### src/rtl/wave_display_reader.sv
// Read side of the double-buffered waveform RAM: maps VGA pixels to sample fetches and
// produces a per-pixel draw flag two clocks later. WAVE_INTERP_EN draws connecting segments.
module wave_display_reader #(
    parameter int X_START = 256,
    parameter int Y_ROWS  = 512
) (
    input  logic        clk,
    input  logic        reset,
    input  logic        valid,
    input  logic [10:0] x,
    input  logic [9:0]  y,
    input  logic        read_index,
    input  logic [7:0]  read_value,
    output logic [8:0]  read_address,
    output logic        wave_display_idle,
    output logic        pixel_valid,
    output logic        draw_pixel
);
    localparam logic [10:0] X_LO  = 11'(X_START);
    localparam logic [10:0] X_HI  = 11'(X_START + 512);
    localparam logic [9:0]  Y_LIM = 10'(Y_ROWS);

    typedef enum logic {
        S_IDLE = 1'b0,
        S_DRAW = 1'b1
    } state_t;

    state_t      r_state;
    state_t      w_state_next;
    logic        w_frame_start;
    logic        r_bank;

    logic        w_in_window;
    logic [7:0]  w_idx;

    logic [8:0]  r_addr;
    logic        r_s1_valid;
    logic        r_s1_win;
    logic [7:0]  r_s1_row;

    logic [7:0]  w_row_target;
    logic        w_hit;

    logic        r_s2_win;
    logic        r_pixel_valid;
    logic        r_draw;
    logic        r_idle;

    always_comb begin
        w_state_next  = r_state;
        w_frame_start = 1'b0;
        case (r_state)
            S_IDLE: begin
                if (valid && (x == 11'd0) && (y == 10'd0)) begin
                    w_state_next  = S_DRAW;
                    w_frame_start = 1'b1;
                end
            end
            S_DRAW: begin
                if (valid && (y >= Y_LIM)) begin
                    w_state_next = S_IDLE;
                end
            end
            default: w_state_next = S_IDLE;
        endcase
    end

    // The bank is captured only at frame start, so a writer swap never tears a frame.
    always_ff @(posedge clk or negedge reset) begin
        if (!reset) begin
            r_state <= S_IDLE;
            r_bank  <= 1'b0;
        end else begin
            r_state <= w_state_next;
            if (w_frame_start) begin
                r_bank <= read_index;
            end
        end
    end

    assign w_in_window = valid && (r_state == S_DRAW) && (x >= X_LO) && (x < X_HI) && (y < Y_LIM);
    assign w_idx       = 8'((x - X_LO) >> 1);

    always_ff @(posedge clk or negedge reset) begin
        if (!reset) begin
            r_addr     <= 9'd0;
            r_s1_valid <= 1'b0;
            r_s1_win   <= 1'b0;
            r_s1_row   <= 8'd0;
        end else begin
            r_s1_valid <= valid;
            r_s1_win   <= w_in_window;
            r_s1_row   <= y[8:1];
            if (w_in_window) begin
                r_addr <= {r_bank, w_idx};
            end
        end
    end

    assign w_row_target = 8'd255 - read_value;

`ifdef WAVE_INTERP_EN
    logic       r_s1_chg;
    logic [7:0] r_prev;
    logic [7:0] w_prev_target;
    logic [7:0] w_lo;
    logic [7:0] w_hi;

    always_ff @(posedge clk or negedge reset) begin
        if (!reset) begin
            r_s1_chg <= 1'b0;
            r_prev   <= 8'h80;
        end else begin
            r_s1_chg <= (w_idx != r_addr[7:0]);
            if (w_frame_start) begin
                r_prev <= 8'h80;
            end else if (r_s1_win && r_s1_chg) begin
                r_prev <= read_value;
            end
        end
    end

    assign w_prev_target = 8'd255 - r_prev;
    assign w_lo  = (w_prev_target < w_row_target) ? w_prev_target : w_row_target;
    assign w_hi  = (w_prev_target < w_row_target) ? w_row_target : w_prev_target;
    assign w_hit = (r_s1_row >= w_lo) && (r_s1_row <= w_hi);
`else
    assign w_hit = (r_s1_row == w_row_target);
`endif

    always_ff @(posedge clk or negedge reset) begin
        if (!reset) begin
            r_s2_win      <= 1'b0;
            r_pixel_valid <= 1'b0;
            r_draw        <= 1'b0;
            r_idle        <= 1'b1;
        end else begin
            r_s2_win      <= r_s1_win;
            r_pixel_valid <= r_s1_valid;
            r_draw        <= r_s1_win && w_hit;
            r_idle        <= (r_state == S_IDLE) && !r_s1_win && !r_s2_win;
        end
    end

    assign read_address      = r_addr;
    assign wave_display_idle = r_idle;
    assign pixel_valid       = r_pixel_valid;
    assign draw_pixel        = r_draw;
endmodule

### config.mk
export PLATFORM = sky130hd
export DESIGN_NAME = wave_display_reader
export DESIGN_NICKNAME = d
export VERILOG_FILES = /design/src/rtl/wave_display_reader.sv
export SDC_FILE = /design/constraint.sdc
export NUM_CORES = 1
export LEC_CHECK = 0
export BUFFER_PORTS_ARGS = -buffer_cell sky130_fd_sc_hd__buf_4
export CAP_MARGIN = 30
export CELL_PAD_IN_SITES_DETAIL_PLACEMENT = 1
export CELL_PAD_IN_SITES_GLOBAL_PLACEMENT = 2
export CORE_MARGIN = 2
export CORE_UTILIZATION = 30
export DETAILED_ROUTE_END_ITERATION = 7
export PLACE_DENSITY = 0.9
export SLEW_MARGIN = 10
export SYNTH_ARGS = -nofsm -noshare
export SYNTH_HDL_FRONTEND = slang
export SYNTH_SLANG_ARGS = --single-unit
### constraint.sdc
create_clock -name clk -period 2.6 [get_ports clk]
set_clock_uncertainty 0.2 [all_clocks]
set_input_delay 0.39 -clock clk [delete_from_list [all_inputs] [get_ports clk]]
set_output_delay 0.39 -clock clk [all_outputs]
set_load 0.005 [all_outputs]
==> flow_summary.yaml <==
status:
  status: "complete, no violations"
setup_path:
  reg2regPathDepth: 4
  start_kind: "input port"
  r2r-end: "r_bank$_DFFE_PN0P_"
  reg2reg_from: "r_state$_DFF_PN0_"
  cp.required_ns: 2.62
  criticalPathCategory: "in -> reg"
  rrSetupSlack_ns: 0.89
  end_kind: "flip-flop"
  critPathArrivalTime_ns: 2.19
  worst-path-max-fanout: 11
power_and_ir_drop:
  switching_share_pct: 22.5
  p_seq_share_pct: 61.4
  power_density_mw_per_mm2: 447
  pwr-share-comb_pct: 12.3
  clkPwrFrac_pct: 26.3
  p_switching_mw: 0.147
  peakVddDrop_v: 0.000137
  p_int_mw: 0.505
  p_leak_nw: 0.752
timing:
  final.setup.tns_ns: 0
  min_period_ns: 2.17
  worst_slack_ns: 0.432
  max_freq_mhz: 461
  slew_headroom_pct: 58.1
  worst_pin_slew_ns: 0.626
  rsz0062_at_grt: "no"
  setup_violations: 0
  slew_viol_final: 0
  finalCritPeriodShare_pct: 83.4
  hold_violations: 0
global_routing:
  grt-ovfl-total: 0
  grt_pass1_vias: 800
  antenna_found_initial: 0
  grt_max_degree: 26
  grt_usage_pct: 14.3
  grt_first_pass_wirelength_um: 3710
drt:
  remaining_drc_errors: 0
  viasPerCell: 4.29
  detail_route.first_pass.iterations: 4
  num_vias: 703
  antenna_left: 0
  wire_per_inst_um: 14.7
  finalWirelength_um: 2410
  drt_iter0_markers: 14
cts:
  cts_sinks: 25
  clkTransAtPathRegs_ns: 0.13
  worstSkewPairLatency_ns: 0.32
  cts_resized: 0
  cts_max_path_buffers: 2
  cts_tree: "built"
  cts_inserted_buffers: 3
  cts-root-buf: "clkbuf_4"
  htreeDepth: 1
final_layout:
  n_antenna_cell: 0
  final_common_cell: "buf_4"
  most-common-layout-cells: "buf_4 (44), dfrtp_1 (24), dlygate4sd3_1 (10)"
  drive_above_1_share_pct: 49.2
  nets: 154
  syn_to_final_growth_pct: 52.4
  fill_cells: 340
  fin_area_mm2: 0.00146
placed_design:
  hpwl_um: 1800
  numPortBuffers: 44
  routabilityCongestion: 0.683
  place_ws_ns: 0.575
  placed_area_mm2: 0.00133
synth:
  ys_seq_area_share_pct: 65.5
  synth_cells: 63
  syn_area_per_cell_um2: 15.2
  ys_types: 19
  synth_seq_cells: 25
  netlist_area_um2: 957
  synth_nets: 96
  yosysWarnings: 0
hold_path:
  min_path_type: "in -> reg"
  worstHoldStart: "x[8]"
  hold_path_end: "read_address[7]$_DFFE_PN0P_"
  hold_depth: 2
die:
  die_h_um: 60.5
  die_area_mm2: 0.00366
  fp.dieW_um: 60.5
  initial_core_util_pct: 31.4
  ios: 45
  placeableCoreArea_mm2: 0.00305
  rows: 20
run:
  cap_violations: 0
==> layer usage <==
layer | share of wire (%) | vias to the layer above | track usage, %
li1 | - | 332 | -
met1 | 40 | 334 | 16.4
met2 | 51 | 32 | 25.8
met3 | 6.6 | 5 | 2.99
met4 | 1.8 | 0 | 6.52
met5 | 0 | - | 0
==> Yosys cell counts <==
master   count  share of area [%]
dfstp_2      1                2.7
o21ai_0      1               0.52
a21o_1       1               0.78
and3_1       1               0.65
nor4_1       6                3.9
nor3_1       1               0.52
xor2_1       6                5.5
mux2_1       1                1.2
inv_1        1               0.39
nor3b_2      1                1.3
mux2_2       1                1.2
nor2_2       1               0.65
nand3_1      1               0.52
buf_6        1                1.2
xnor2_1      3                2.7
dfrtp_1     24                 63
nand4_1      2                1.3
nand2_1      3                1.2
mux2_4       7                 11
==> power by group through the flow <==
stage	combinational (mW)	clock, mW	sequential, mW
2_1_floorplan	0.0131	0	0.407
3_3_place_gp	0.0651	0	0.407
3_5_place_dp	0.0679	0	0.408
4_1_cts	0.0808	0.180	0.400
5_1_grt	0.0873	0.192	0.401
6_report	0.0802	0.171	0.400
==> cells by family after synthesis <==
logic type      Yosys count  synth area share [%]
compound gates            2                  1.31
xor+xnor                  9                  8.24
buf+inv                   2                  1.57
flops                    25                  65.5
mux                       9                  13.3
simple gates             16                  10.1
==> registers in the layout, summed over array words and instances (netlist names) <==
signal             count
r_s2_win               1
r_bank                 1
r_s1_win               1
r_s1_valid             1
pixel_valid            1
r_s1_row               8
read_address           9
draw_pixel             1
r_state                1
wave_display_idle      1
==> critical path, cell delays in order <==
cell           delay [ns]
dlygate4sd3_1        0.53
buf_4                0.11
nor3b_2              0.20
nand3_1              0.48
mux2_4               0.47
==> area by class of cell <==
type                            instances  area, µm²  area share, %
Clock buffer                            3       22.5           1.54
Clock inverter                          1       5.00          0.343
Inverter                                1       3.75          0.257
Multi-Input combinational cell         36        315           21.6
Sequential cell                        25        627           43.0
Tap cell                               44       55.1           3.77
Timing Repair Buffer                   54        430           29.5
==> repair_timing <==
item / 4_1_cts / 5_1_grt
setup buffers: 0 / 0
endpoints found under the hold margin: 33 / 0
hold buffers: 10 / 0
==> worst max-delay path by stage <==
stage               startpoint  slack, ns                     endpoint
floorplan                 y[2]       1.06           r_bank$_DFFE_PN0P_
global placement          x[9]       0.65  read_address[5]$_DFFE_PN0P_
detailed placement       x[10]       0.57  read_address[5]$_DFFE_PN0P_
CTS                      valid       0.43  read_address[5]$_DFFE_PN0P_
global route             valid       0.29  read_address[2]$_DFFE_PN0P_
finish                   valid       0.43  read_address[6]$_DFFE_PN0P_
==> through the flow <==
stage	instances	hold slack (ns)	power [mW]	util, %
6_report	164	0.0673	0.652	47.8
5_1_grt	164	0.0573	0.680	47.8
4_1_cts	164	0.0596	0.661	47.8
3_5_place_dp	150	0.107	0.475	43.6
3_3_place_gp	150	0.0991	0.472	43.6
2_1_floorplan	63	-0.106	0.420	-
(Power assumes the default switching activity.)
